===== src/rtl/booth_divider.sv =====
// Sequential radix-2 restoring divider, one quotient bit per clock.
// Signed operands are divided as magnitudes and the signs are fixed up at
// the end. The quotient truncates toward zero and the remainder takes the
// dividend's sign.
module booth_divider #(
    parameter int WIDTH = 16
) (
    input  logic             clk,
    input  logic             rst,
    input  logic             start,
    input  logic             signed_mode,
    input  logic [WIDTH-1:0] dividend,
    input  logic [WIDTH-1:0] divisor,
    output logic [WIDTH-1:0] quotient,
    output logic [WIDTH-1:0] remainder,
    output logic             busy,
    output logic             done,
    output logic             div_by_zero
);

    localparam int CW = $clog2(WIDTH + 1);

    typedef enum logic [1:0] {IDLE, ITER, FIX, ZERO} state_t;

    state_t state, state_nx;

    logic             sd, sv;       // dividend / divisor were negative
    logic [WIDTH-1:0] q;            // dividend magnitude, becomes quotient
    logic [WIDTH-1:0] m;            // divisor magnitude
    logic [WIDTH:0]   a;            // partial remainder
    logic [CW-1:0]    cnt;
    logic [WIDTH-1:0] dvd_raw;      // raw dividend, returned on divide-by-zero

    // Magnitudes taken at capture time; the most negative value maps to
    // 2^(WIDTH-1), which is exact as an unsigned number.
    logic             sd_in, sv_in;
    logic [WIDTH-1:0] dvd_mag, dvs_mag;
    // One restoring step: shift {A,Q} left and try subtracting M.
    logic [WIDTH+1:0] a_sh, trial;

    // Operand sign detection, magnitudes and the trial subtraction
    always_comb begin
        sd_in   = signed_mode & dividend[WIDTH-1];
        sv_in   = signed_mode & divisor[WIDTH-1];
        dvd_mag = sd_in ? -dividend : dividend;
        dvs_mag = sv_in ? -divisor  : divisor;
        a_sh    = {a, q[WIDTH-1]};
        trial   = a_sh - {2'b00, m};
    end

    // State register
    always_ff @(posedge clk) begin
        if (rst) state <= IDLE;
        else     state <= state_nx;
    end

    // Next-state logic
    always_comb begin
        state_nx = state;
        unique case (state)
            IDLE: if (start) state_nx = (divisor == '0) ? ZERO : ITER;
            ITER: if (cnt == CW'(1)) state_nx = FIX;
            FIX:  state_nx = IDLE;
            ZERO: state_nx = IDLE;
            default: state_nx = IDLE;
        endcase
    end

    // Datapath: operand capture, iteration and result registers
    always_ff @(posedge clk) begin
        if (rst) begin
            sd          <= 1'b0;
            sv          <= 1'b0;
            q           <= '0;
            m           <= '0;
            a           <= '0;
            cnt         <= '0;
            dvd_raw     <= '0;
            quotient    <= '0;
            remainder   <= '0;
            done        <= 1'b0;
            div_by_zero <= 1'b0;
        end else begin
            done <= 1'b0;
            unique case (state)
                IDLE: begin
                    if (start) begin
                        sd      <= sd_in;
                        sv      <= sv_in;
                        q       <= dvd_mag;
                        m       <= dvs_mag;
                        a       <= '0;
                        cnt     <= CW'(WIDTH);
                        dvd_raw <= dividend;
                    end
                end
                ITER: begin
                    // Sign bit of the trial decides restore vs. keep.
                    if (!trial[WIDTH+1]) begin
                        a <= trial[WIDTH:0];
                        q <= {q[WIDTH-2:0], 1'b1};
                    end else begin
                        a <= a_sh[WIDTH:0];
                        q <= {q[WIDTH-2:0], 1'b0};
                    end
                    cnt <= cnt - 1'b1;
                end
                FIX: begin
                    quotient    <= (sd ^ sv) ? -q : q;
                    remainder   <= sd ? -a[WIDTH-1:0] : a[WIDTH-1:0];
                    div_by_zero <= 1'b0;
                    done        <= 1'b1;
                end
                ZERO: begin
                    quotient    <= '1;
                    remainder   <= dvd_raw;
                    div_by_zero <= 1'b1;
                    done        <= 1'b1;
                end
                default: ;
            endcase
        end
    end

    assign busy = (state == ITER) || (state == FIX);

endmodule


===== config.mk =====
export PLATFORM = sky130hd
export DESIGN_NAME = booth_divider
export DESIGN_NICKNAME = d
export VERILOG_FILES = /design/src/rtl/booth_divider.sv
export SDC_FILE = /design/constraint.sdc
export NUM_CORES = 1
export LEC_CHECK = 0
export ABC_AREA = 1
export CAP_MARGIN = 25
export CORE_UTILIZATION = 60
export CTS_CLUSTER_DIAMETER = 40
export DETAILED_ROUTE_END_ITERATION = 10
export DONT_BUFFER_PORTS = 1
export PLACE_DENSITY = 0.76
export SLEW_MARGIN = 30
export SYNTH_ARGS = -nofsm -noshare
export SYNTH_HDL_FRONTEND = slang
export SYNTH_SLANG_ARGS = --single-unit

===== constraint.sdc =====
create_clock -name clk -period 2.4 [get_ports clk]
set_input_delay 0.24 -clock clk [delete_from_list [all_inputs] [get_ports clk]]
set_output_delay 0.24 -clock clk [all_outputs]
set_load 0.005 [all_outputs]

==> metrics.log <==
INFO  metric status = finished clean
INFO  metric clock-sinks = ~110
INFO  metric period_minus_slack = 2.125 ns
INFO  metric worst_clock_skew = around 0.0084 ns
INFO  metric report.final.slew_viol_count = 0
INFO  metric finalCritPeriodShare = approximately 89%
INFO  metric num_rows = 39
INFO  metric first_global_vias = ~6,300
INFO  metric drt_wl_total = between 15,000 and 20,000 um
INFO  metric grt_overflow_total = 0
INFO  metric number_of_unique_standard_cell_types_used_by_synthesis = 45
INFO  metric maxCapViolCount = 0
INFO  metric post_synth_adder_cell_area = between 4 and 5%
INFO  metric track_usage = about a third
INFO  metric synth_seq_area_share = just over 30%
INFO  metric timing.critical_path.required = roughly 2.7 ns
INFO  metric cp-start-kind = register
INFO  metric antenna_violations_before_repair = 0
INFO  metric worst_setup_hold_path_clk_slew = roughly 0.07 ns
INFO  metric postSynthRegisterBits = 108
INFO  metric start_util = ~62%
INFO  metric ctsLongestPathBuffers = 2
INFO  metric dp.final_hpwl = 14,200 um
INFO  metric drt_iter0_markers = 613
INFO  metric grt_pass1_wl = roughly 31,000 um
INFO  metric post_synth_edffs = 0
INFO  metric final.setup.worst_slack = roughly 0.28 ns
INFO  metric yosys.area.top_type_share = between 30% and 40%
INFO  metric buffer_ports.inserted = 0
INFO  metric chipWidth = approximately 110 um
INFO  metric drive_gt1_share = between 8 and 9%
INFO  metric avgSynthCellArea = approximately 6.6 um2
INFO  metric synth_xor_xnor_area_share = 2.221%
INFO  metric crit_path_start = a[3]
INFO  metric placer_congestion_estimate = between 0.9 and 1
INFO  metric synth_async_sr_flop_share = 0%
INFO  metric rsz_0062_raised_after_global_routing = false
INFO  metric cts-root-buf = sky130_fd_sc_hd__clkbuf_16
INFO  metric critical_path.max_fanout = 18
INFO  metric vias_per_cell = 5.731
INFO  metric synth_compound_area_share = roughly 18%
INFO  metric synth.mux.area_fraction = 0%
INFO  metric worst_hold_startpoint = dividend[13]
INFO  metric cp_cell_sequence = ha_1 -> nand2_1 -> inv_1 -> nand2_1 -> nand2_1 -> nand2_1 -> nand3_2 -> nand2_4 -> nand3_4 -> nand3_1 -> nand3_1 -> a21oi_1
INFO  metric post_synth_inst_count = ~1,100
INFO  metric combinational_family_with_the_most_area_after_synthesis = simple AND/OR/NAND/NOR gates
INFO  metric synth_area = 7097 um2
INFO  metric setup-tns-final = 0 ns
INFO  metric hold_path_class = primary input to register
INFO  metric area_growth_syn_to_layout = 5.695%
INFO  metric timing_worst_setup_path_type = register to register
INFO  metric cp_max_stage_delay = about 0.47 ns
INFO  metric worstReg2RegStart = a[3]
INFO  metric syn_nets = 1,143
INFO  metric avgRoutedWirePerCell = ~16 um
INFO  metric drt_pre_antenna_iters = 6
INFO  metric synth.largest_area_cell = sky130_fd_sc_hd__dfxtp_1
INFO  metric cts_setup_buffers = 0
INFO  metric tightest_slew = about 0.55 ns
INFO  metric ir_worst_vdd = 0.0007384 V
INFO  metric via_count = between 6,000 and 7,000
INFO  metric timing.critical_path.arrival = 2.42 ns
INFO  metric die_y = around 110 um
INFO  metric most_area_consuming_cells_after_synthesis = sky130_fd_sc_hd__dfxtp_1 30%, sky130_fd_sc_hd__nand2_1 12%, sky130_fd_sc_hd__inv_1 7.8%, sky130_fd_sc_hd__nand3_1 7.2%, sky130_fd_sc_hd__a21oi_1 7.1%
INFO  metric crit_path_top_delay_cell = sky130_fd_sc_hd__dfxtp_1
INFO  metric detailedPlace.worstSlack = ~0.27 ns
INFO  metric yosys_warnings = 0
INFO  metric core = around 11,000 um2
INFO  metric yosys.area_share.simple = about a third
INFO  metric setup_viol = 0
INFO  metric totalPowerFinal = roughly 5800 uW
INFO  metric tritoncts = built
INFO  metric hold_viol_final = 0
INFO  metric final_antenna_net_count = 0
INFO  metric nNetsFinal = ~1,100
INFO  metric main_flop_type_after_synthesis = sky130_fd_sc_hd__dfxtp_1
INFO  metric die-area = 12,270 um2
INFO  metric power.density_cell_area = about 770 nW/um2
INFO  metric tritoncts.num_buffers = 9
INFO  metric clock_insertion_delay_worst_skew = 0.36 ns
INFO  metric grt_max_degree = just over 60
INFO  metric critPathCaptureType = register
INFO  metric slew_headroom = a little under two thirds
INFO  metric fmax = between 400 and 500 MHz
INFO  metric io-pin-count = 71
INFO  metric p_leak = 0.003549 uW
INFO  metric critPathMostFrequentCell = sky130_fd_sc_hd__nand2_1
INFO  metric fillerInstances = between 1,000 and 1,500
INFO  metric h_tree_level_count = 3
INFO  metric antennaDiodeCount = 0
INFO  metric drt_drc_violations_left = 0
[path summary, 6_finish.rpt]
check        depth (start not counted)           to  slack [ns]
max                                 12        a[13]        0.28
min                                  2  dvd_raw[13]        0.03
max reg2reg                         12        a[13]        0.28
min reg2reg                          2        m[15]        0.48
[cell families (layout without fill, tap and decap cells)]
logic type | after synthesis | count (layout)
AO/OA/AOI/OAI | 232 | 232
XOR/XNOR | 18 | 18
adder cells (fa/ha/maj) | 27 | 27
buffers and inverters | 204 | 192
flip-flops | 108 | 108
AND/OR/NAND/NOR | 491 | 491
[report_power, final]
part	total, uW	switching (uW)	internal [uW]
sequential	2240	216	2020
clock	1500	685	816
combinational	2040	1360	683
[worst max-delay path, delay by kind of cell, from the launching register on]
family,cells,cell delay [ns]
buffers and inverters,1,0.06
adder cells (fa/ha/maj),1,0.33
flip-flops,1,0.47
AO/OA/AOI/OAI,1,0.15
AND/OR/NAND/NOR,9,1.05
[cell usage after synthesis (5+ instances only)]
library cell / count
sky130_fd_sc_hd__o21ai_0: 77
sky130_fd_sc_hd__nor2_1: 69
sky130_fd_sc_hd__clkbuf_1: 29
sky130_fd_sc_hd__inv_2: 10
sky130_fd_sc_hd__nand4_1: 11
sky130_fd_sc_hd__dfxtp_1: 108
sky130_fd_sc_hd__nand3_2: 22
sky130_fd_sc_hd__xor2_1: 11
sky130_fd_sc_hd__nand3_1: 102
sky130_fd_sc_hd__nand3b_1: 6
sky130_fd_sc_hd__nor3_1: 15
sky130_fd_sc_hd__nand2_2: 6
sky130_fd_sc_hd__a22oi_1: 8
sky130_fd_sc_hd__a21oi_1: 100
sky130_fd_sc_hd__inv_1: 148
sky130_fd_sc_hd__nand2_1: 232
sky130_fd_sc_hd__xnor2_1: 7
sky130_fd_sc_hd__a31oi_1: 15
sky130_fd_sc_hd__ha_1: 26
sky130_fd_sc_hd__buf_2: 7
sky130_fd_sc_hd__nand2_4: 5
sky130_fd_sc_hd__nor3_2: 7
sky130_fd_sc_hd__o211ai_1: 11
[area by class of cell]
cell class	count	area [um2]	share of cell area, %
multi-input combinational	768	4133	55.10
sequential	108	2162	28.82
inverter	160	600.6	8.007
clock buffer	11	232.7	3.103
tap	143	178.9	2.385
timing repair buffer	16	132.6	1.768
clock inverter	5	61.31	0.8173
[state kept, by name, indices dropped and copies added, names as in the netlist]
register	flops
a	17
dvd_raw	16
m	16
q	16
quotient	16
remainder	16
cnt	5
state	2
div_by_zero	1
done	1
sd	1
sv	1
[routing by layer]
metal	GRT usage (%)	wire length, um	vias up
li1	-	-	3525
met3	6.944	1625	26
met2	48.36	8182	282
met4	7.556	311	0
met1	45.20	8919	3107
met5	0	0	-
[per-stage QoR]
stage                     utilization (%)  area (um2)  hold slack, ns  instances
after floorplan                         -        7097          0.3801       1080
after global placement              62.67        7187          0.3134       1194
after detailed placement            62.67        7187          0.3157       1194
after CTS                           65.41        7501         0.02145       1211
after global routing                65.41        7501         0.03323       1211
final                               65.41        7501         0.02810       1211
[placed cells by master, fill, tap and decap left out, drive strengths merged, types with 15 or more instances in the layout]
master  count
dfxtp     108
ha         26
nor2       74
inv       159
a31oi      15
nand2     243
a21oi     103
nor3       22
buf        16
nand3     126
o21ai      80
[what timing repair did]
action | in CTS | in global routing
hold buffers | 1 | 0
endpoints found under the setup margin | 0 | 2
endpoints found under the hold margin | 41 | 0
gates resized for setup | 0 | 1
Note: power is estimated with default switching activity, not from simulation.
